`src/rtl/alub_operand_stage.sv`:
```
// Registered ALU B operand stage: selects/extends the B operand and builds wide literals
// from a byte-wise prefix accumulator, behind a single valid/ready pipeline register.
module alub_operand_stage #(
  parameter int DATA_W = 16
) (
  input  logic              CLK,
  input  logic              RESET,
  input  logic              IN_VALID,
  output logic              IN_READY,
  input  logic [DATA_W-1:0] ALUB_DIN,
  input  logic [2:0]        ALUB_SRCX,
  input  logic [3:0]        ARGA_X,
  input  logic [3:0]        ARGB_X,
  output logic              OUT_VALID,
  input  logic              OUT_READY,
  output logic [DATA_W-1:0] ALUB_DATA,
  output logic              PFX_PENDING,
  output logic              PFX_OVF
);

  localparam int PFX_BYTES = DATA_W / 8 - 1;
  localparam int PFX_W     = PFX_BYTES * 8;
  localparam int CNT_W     = $clog2(PFX_BYTES + 1);

  typedef enum logic [2:0] {
    MODE_REG_B = 3'd0,
    MODE_U8H   = 3'd1,
    MODE_U8    = 3'd2,
    MODE_S8    = 3'd3,
    MODE_U4    = 3'd4,
    MODE_U4_0  = 3'd5,
    MODE_PFX   = 3'd6,
    MODE_U8P   = 3'd7
  } mode_e;

  logic              out_valid_reg;
  logic [DATA_W-1:0] alub_data_reg;
  logic [PFX_W-1:0]  pfx_reg;
  logic [CNT_W-1:0]  pfx_cnt_reg;
  logic              pfx_ovf_reg;

  mode_e             mode;
  logic [7:0]        arg_byte;
  logic              accept;
  logic              is_pfx;
  logic              pfx_full;
  logic [PFX_W-1:0]  pfx_next;
  logic [DATA_W-1:0] operand_next;

  assign mode     = mode_e'(ALUB_SRCX);
  assign arg_byte = {ARGA_X, ARGB_X};
  assign IN_READY = !out_valid_reg || OUT_READY;
  assign accept   = IN_VALID && IN_READY;
  assign is_pfx   = (mode == MODE_PFX);
  assign pfx_full = (pfx_cnt_reg == CNT_W'(PFX_BYTES));

  // Shifting left by a byte naturally discards the oldest byte once the register is full.
  assign pfx_next = (pfx_reg << 8) | PFX_W'(arg_byte);

  always_comb begin
    operand_next = '0;
    case (mode)
      MODE_REG_B: operand_next = ALUB_DIN;
      MODE_U8H:   operand_next = {arg_byte, ALUB_DIN[DATA_W-9:0]};
      MODE_U8:    operand_next = DATA_W'(arg_byte);
      MODE_S8:    operand_next = {{(DATA_W-8){ARGA_X[3]}}, arg_byte};
      MODE_U4:    operand_next = DATA_W'(ARGB_X);
      MODE_U4_0:  operand_next = DATA_W'({ARGB_X, 1'b0});
      MODE_U8P:   operand_next = {pfx_reg, arg_byte};
      default:    operand_next = '0;
    endcase
  end

  always_ff @(posedge CLK) begin
    if (RESET) begin
      out_valid_reg <= 1'b0;
      alub_data_reg <= '0;
      pfx_reg       <= '0;
      pfx_cnt_reg   <= '0;
      pfx_ovf_reg   <= 1'b0;
    end else begin
      // A PFX accept produces no operand, so a consumed output simply empties.
      if (accept && !is_pfx) begin
        alub_data_reg <= operand_next;
        out_valid_reg <= 1'b1;
      end else if (out_valid_reg && OUT_READY) begin
        out_valid_reg <= 1'b0;
      end

      if (accept) begin
        if (is_pfx) begin
          pfx_reg <= pfx_next;
          if (pfx_full) begin
            pfx_ovf_reg <= 1'b1;
          end else begin
            pfx_cnt_reg <= pfx_cnt_reg + CNT_W'(1);
          end
        end else begin
          pfx_reg     <= '0;
          pfx_cnt_reg <= '0;
          pfx_ovf_reg <= 1'b0;
        end
      end
    end
  end

  assign OUT_VALID   = out_valid_reg;
  assign ALUB_DATA   = alub_data_reg;
  assign PFX_PENDING = (pfx_cnt_reg != '0);
  assign PFX_OVF     = pfx_ovf_reg;

endmodule

```
`config.mk`:
```
export PLATFORM = sky130hd
export DESIGN_NAME = alub_operand_stage
export DESIGN_NICKNAME = d
export VERILOG_FILES = /design/src/rtl/alub_operand_stage.sv
export SDC_FILE = /design/constraint.sdc
export NUM_CORES = 1
export LEC_CHECK = 0
export BUFFER_PORTS_ARGS = -buffer_cell sky130_fd_sc_hd__buf_2
export CAP_MARGIN = 15
export CORE_ASPECT_RATIO = 0.8
export CORE_MARGIN = 2
export CORE_UTILIZATION = 43
export CTS_CLUSTER_DIAMETER = 60
export DETAILED_ROUTE_END_ITERATION = 16
export HOLD_SLACK_MARGIN = 0.02
export PLACE_DENSITY_LB_ADDON = 0.3
export SYNTH_ARGS = -nofsm -noshare
export SYNTH_HDL_FRONTEND = slang
export SYNTH_SLANG_ARGS = --single-unit
```
`constraint.sdc`:
```
create_clock -name CLK -period 1.1 [get_ports CLK]
set_input_delay 0.055 -clock CLK [delete_from_list [all_inputs] [get_ports CLK]]
set_output_delay 0.055 -clock CLK [all_outputs]
set_load 0.02 [all_outputs]
```
==> flow_summary_export.csv, run 1 <==
group,metric,value,unit
detailed_routing,num_vias,1408,
logic_synthesis,syn_inst,147,
global_route,grt_start_max_net_pins,17,
logic_synthesis,ys.flop_type,"dfxtp_1",
cells_and_area,area_growth,40.3,%
clocking,cts_buffers,3,
detailed_routing,drt_wl_total,3890,um
run_status,status,"finished with violations",
detailed_routing,drtPass1Iterations,4,
logic_synthesis,synth.avg_cell_area,9.15,um2
timing,worst_slack,-0.0425,ns
timing,max_slew_margin,0.666,
clocking,tritoncts,"done",
cells_and_area,n_antenna_cell,0,
logic_synthesis,synth-compound-area-share,0.203,
global_route,first_global_vias,1296,
logic_synthesis,ys_seq_elements,27,
clocking,insertion_delay,0.28,ns
critical_path,worst_ep_required_time,1.27,ns
floorplanning,die_w,66.5,um
cells_and_area,layout_commonest_cell,"buf_2",
logic_synthesis,synth_top_area_cell,"dfxtp_1",
power,ir_worst_vdd,0.978,mV
floorplanning,die_area,3590,um2
floorplanning,rows,18,
critical_path,crit_arrival,1.31,ns
clocking,cts.htree.levels,1,
critical_path,worstSetupPathType,"register to register",
logic_synthesis,syn_nets,178,
cells_and_area,drive_above_1_share,0.512,
logic_synthesis,synth_simple_gate_area_frac,0.212,
global_route,antenna_found_initial,0,
logic_synthesis,netlist.area_leader.share,0.402,
critical_path,critPathMaxFanout,8,
timing,setup_viol,12,
logic_synthesis,synth_top_family_by_area,"simple AND/OR/NAND/NOR gates",
logic_synthesis,ys_types,33,
power,p_leak,0.844,nW
cells_and_area,largest_register_ffs,16,
cells_and_area,fin_nets,237,
critical_path,startpoint_type,"register",
logic_synthesis,syn_area,1350,um2
critical_path,worstSetupEndpointType,"register",
cells_and_area,final_cell_mix,"buf_2, dfxtp_1, nor2_1, buf_4, nor3_1",
timing,finalHoldViolCount,0,
cells_and_area,fillerInstances,261,
worst_hold_path,worst_hold_path_type,"primary input to register",
logic_synthesis,yosys-top-cells-area,"dfxtp_1, mux2_2, nor2_1, a221oi_1, nor3_1",
clocking,clock_tree.buffer_depth,2,
placement,place.gp.congestion,0.787,
detailed_routing,drtAntennaViolNets,0,
placement,port_buffers,50,
floorplanning,initial_core_util,0.442,
detailed_routing,viasPerCell,5.75,
logic_synthesis,synth-adder-area-share,0,
timing,min_period,1.14,ns
timing,fmax,0.875,GHz
timing,worst_slew_pin_slew,0.501,ns
global_route,grtUsageTotal,0.226,
clocking,clkSlewWorstSetupHoldPaths,0.10,ns
logic_synthesis,yosysSeqAreaShare,0.402,
detailed_routing,routed_wire_length_per_instance,15.9,um
power,total_power,0.00227,W
job,max-cap-violations,0,
clocking,cts_hold_buf,0,
placement,post-dp-hpwl,2840,um
logic_synthesis,async_flop_share,0,
global_route,grt_pass1_wl,6100,um
logic_synthesis,synth-edff-count,0,
global_route,grt_overflow,0,
floorplanning,io_pins,51,
detailed_routing,drc,0,
timing,fin_crit_sh,1.04,
floorplanning,fp.dieH,54.0,um
timing,finalMaxSlewViolations,0,
logic_synthesis,yosysWarnings,0,
timing,rsz0062_at_grt,"true",
clocking,clock_sinks,27,
timing,whs,0.0755,ns
floorplanning,coreArea,3040,um2
run_status,violations,"negative setup slack",
timing,clock_skew,0.00573,ns
clocking,cts-root-buf,"clkbuf_8",
power,pwr_density_cell,1200,nW/um2
logic_synthesis,muxShareOfSynthArea,0.104,
detailed_routing,drt-initial-drc-count,71,
logic_synthesis,synth_xor_area_frac,0.00651,
## synth_stat cells (2+ instances only)
cell type / number
buf_2: 3
a22oi_1: 8
buf_6: 4
nand3_1: 2
buf_4: 2
a21oi_1: 3
a221oi_1: 8
a32oi_1: 3
nor3_1: 13
o21ai_0: 4
nand2_1: 6
dfxtp_1: 27
mux2i_1: 5
a311oi_1: 5
inv_1: 2
nor2_1: 24
nor2_2: 3
clkbuf_1: 3
mux2_2: 8
## critical path, cell delays in order, from the launching register on
cell	delay, ns
dfxtp_2	0.35
nand2b_4	0.12
o2111ai_4	0.23
a221oi_2	0.26
nor3_1	0.08
## final timing paths
kind | from | end | slack, ns | cells after the start
min | ARGB_X[2] | pfx_reg[2] | 0.08 | 3
min reg2reg | ALUB_DATA[6] | ALUB_DATA[6] | 0.49 | 2
max reg2reg | OUT_VALID | ALUB_DATA[9] | -0.04 | 4
max | OUT_VALID | ALUB_DATA[9] | -0.04 | 4
## layer usage
layer / vias to the layer above / track usage / part of all wire
met5: - / 0 / 0
met4: 0 / 0.0680 / 0.024
met3: 12 / 0.0502 / 0.071
met2: 59 / 0.388 / 0.46
met1: 671 / 0.288 / 0.44
li1: 666 / - / -
## final cells by class
| cell class | instances | area [um2] | area share |
|---|---|---|---|
| Multi-Input combinational cell | 106 | 833 | 0.442 |
| Sequential cell | 27 | 542 | 0.287 |
| Timing Repair Buffer | 66 | 405 | 0.215 |
| Tap cell | 40 | 50.0 | 0.0265 |
| Clock buffer | 3 | 41.3 | 0.0219 |
| Clock inverter | 1 | 7.51 | 0.00398 |
| Inverter | 2 | 7.51 | 0.00398 |
## per-stage QoR
| step | setup WS [ns] | instance area [um2] | std cells | util | setup TNS [ns] |
|---|---|---|---|---|---|
| after floorplan | -0.119 | 1350 | 147 | - | -2.05 |
| after global placement | -0.169 | 1690 | 239 | 0.557 | -2.32 |
| after detailed placement | -0.259 | 1690 | 239 | 0.557 | -4.64 |
| after CTS | -0.0421 | 1860 | 245 | 0.612 | -0.323 |
| after global routing | -0.117 | 1890 | 245 | 0.621 | -1.41 |
| final | -0.0425 | 1890 | 245 | 0.621 | -0.281 |
## cells by family (layout without fill, tap and decap cells)
family | count (synthesis) | count (layout)
multiplexers | 13 | 13
AO/OA/AOI/OAI | 35 | 35
AND/OR/NAND/NOR | 56 | 57
flip-flops | 27 | 27
XOR/XNOR | 1 | 1
buffers and inverters | 15 | 72
## report_power, final
group	total (W)	internal (W)	switching, W	leakage, nW
sequential	0.00107	0.00104	0.0000344	0.222
combinational	0.000615	0.000269	0.000347	0.601
clock	0.000583	0.000257	0.000326	0.0217
total	0.00227	0.00156	0.000707	0.844
## what timing repair did
action	CTS	global route
endpoints found under the setup margin	28	27
gates cloned	1	0
pin swaps	8	6
resized for setup	18	6
buffers inserted	1	0
No activity file was read; power rests on OpenSTA's default activity.
==> run 2: changes to the inputs <==
BUFFER_PORTS_ARGS = not set   (was -buffer_cell sky130_fd_sc_hd__buf_2)
CORE_UTILIZATION = 55   (was 43)
DONT_BUFFER_PORTS = 1   (was not set)
==> flow_summary_export.csv, run 2 (synthesis results as in run 1) <==
group,metric,value,unit
cells_and_area,n_antenna_cell,0,
floorplanning,coreArea,2230,um2
critical_path,worstSetupEndpointType,"register",
cells_and_area,regArea,544,um2
detailed_routing,drtPass1Iterations,4,
floorplanning,rows,15,
timing,worst_slack,-0.127,ns
floorplanning,io_pins,51,
timing,min_period,1.23,ns
global_route,grt_overflow,0,
cells_and_area,multi_input_area,848,um2
detailed_routing,num_vias,1277,
global_route,antenna_found_initial,0,
timing,fin_setup_tns,-2.12,ns
placement,post-dp-hpwl,2340,um
clocking,insertion_delay,0.34,ns
detailed_routing,drt_wl_total,3930,um
placement,place.gp.congestion,0.818,
floorplanning,initial_core_util,0.602,
global_route,first_global_vias,1120,
clocking,cts.htree.levels,1,
global_route,grt_util_met2,0.475,
critical_path,worstSetupPathType,"register to register",
detailed_routing,drc,0,
cells_and_area,drive_above_1_share,0.429,
timing,max_slew_margin,0.710,
placement,placed_cells,175,
timing,fmax,0.815,GHz
cells_and_area,final_cell_mix,"dfxtp_1, nor2_1, buf_4, nor3_1",
global_route,grt_use_met3,0.0769,
cells_and_area,fin_cells,186,
critical_path,slowest_delay,0.40,ns
critical_path,critPathMaxFanout,8,
global_route,met1_usage,0.338,
critical_path,worst_ep_required_time,1.35,ns
timing,clock_skew,0.00735,ns
detailed_routing,viasPerCell,6.87,
worst_hold_path,worst_hold_path_type,"primary input to register",
clocking,clock_sinks,27,
detailed_routing,drtAntennaViolNets,0,
clocking,cts-root-buf,"clkbuf_4",
timing,whs,-0.242,ns
clocking,clkSlewWorstSetupHoldPaths,0.16,ns
floorplanning,die_w,59.3,um
detailed_routing,drt-initial-drc-count,93,
power,ir_worst_vdd,0.871,mV
critical_path,path_cells,"nand2b_4 -> buf_4 -> nor3b_4 -> buf_6 -> a22oi_1 -> nor2_1",
timing,rsz0062_at_grt,"true",
cells_and_area,fin_nets,193,
clocking,clock_tree.buffer_depth,2,
timing,fin_crit_sh,1.12,
global_route,grt_pass1_wl,5650,um
power,p_leak,0.651,nW
global_route,grtUsageTotal,0.272,
critical_path,critPathSlowestCell,"dfxtp_4",
floorplanning,fp.dieH,48.2,um
critical_path,startpoint_type,"register",
run_status,status,"finished with violations",
cells_and_area,area_growth,24.7,%
global_route,grt_start_max_net_pins,29,
timing,setup_viol,27,
cells_and_area,layout_commonest_cell,"dfxtp_1",
critical_path,crit_arrival,1.48,ns
clocking,cts_buffers,3,
timing,finalHoldViolCount,27,
cells_and_area,fillerInstances,157,
run_status,violations,"negative hold slack, negative setup slack",
clocking,tritoncts,"done",
global_route,gr-max-usage-layer,"met2",
detailed_routing,routed_wire_length_per_instance,21.1,um
job,max-cap-violations,0,
cells_and_area,largest_register_ffs,16,
timing,finalMaxSlewViolations,0,
timing,worst_slew_pin_slew,0.436,ns
placement,port_buffers,0,
floorplanning,die_area,2860,um2
power,pwr_density_cell,1220,nW/um2
==> run 2: cell types whose count changed in the layout (fill, tap and decap cells not counted), moves of 3 or more <==
cell / previous run / this run
nor3_2: 1 / 4
buf_6: 2 / 8
a221oi_2: 8 / 5
nor3_1: 12 / 9
nor2_2: 4 / 8
buf_2: 49 / 0
nor2_1: 22 / 18
clkbuf_4: 0 / 3
a221oi_1: 0 / 3
clkbuf_8: 3 / 0
==> run 2: report_power, final <==
group	switching [W]	internal (W)	leakage (nW)	total, W
Combinational	0.000221	0.000234	0.411	0.000455
Sequential	0.0000810	0.00104	0.222	0.00112
Clock	0.000333	0.000149	0.0183	0.000482
==> run 2: critical path: cells and delay by family (launching register included) <==
kind	cells	cell delay [ns]
AO/OA/AOI/OAI	1	0.17
buffers and inverters	2	0.28
flip-flops	1	0.40
AND/OR/NAND/NOR	3	0.28
==> run 2: layout make-up <==
type	count	area share
multi-input combinational	105	0.506
sequential	27	0.324
timing repair buffer	23	0.128
tap	25	0.0186
clock buffer	3	0.0134
clock inverter	1	0.00522
inverter	2	0.00447
==> run 2: stage by stage <==
step	util	setup WS [ns]	hold slack (ns)	power [W]	area, um2
floorplan	-	-0.119	0.203	0.00142	1350
finish	0.751	-0.127	-0.242	0.00205	1680
CTS	0.723	-0.0625	-0.249	0.00202	1620
detailed placement	0.636	-0.200	0.128	0.00147	1420
global route	0.751	-0.158	-0.276	0.00215	1680
global placement	0.636	-0.138	0.124	0.00146	1420
==> run 2: layer usage <==
metal | vias to the layer above | share of wire
met5 | - | 0
met4 | 0 | 0.011
met3 | 6 | 0.091
met2 | 70 | 0.50
met1 | 625 | 0.40
li1 | 576 | -
==> run 2: path summary, 6_finish.rpt <==
| kind | slack [ns] | to | start | depth (start not counted) |
|---|---|---|---|---|
| hold / removal | -0.24 | ALUB_DATA[7] | RESET | 1 |
| setup reg to reg | -0.13 | pfx_reg[1] | OUT_VALID | 6 |
| setup / recovery | -0.13 | pfx_reg[1] | OUT_VALID | 6 |
| hold reg to reg | 0.51 | ALUB_DATA[11] | ALUB_DATA[11] | 2 |
==> run 2: timing repair <==
item / CTS / global route
setup buffers: 8 / 0
hold endpoints to repair: 27 / 27
setup endpoints to repair: 28 / 28
pin swaps: 6 / 5
resized for setup: 25 / 14
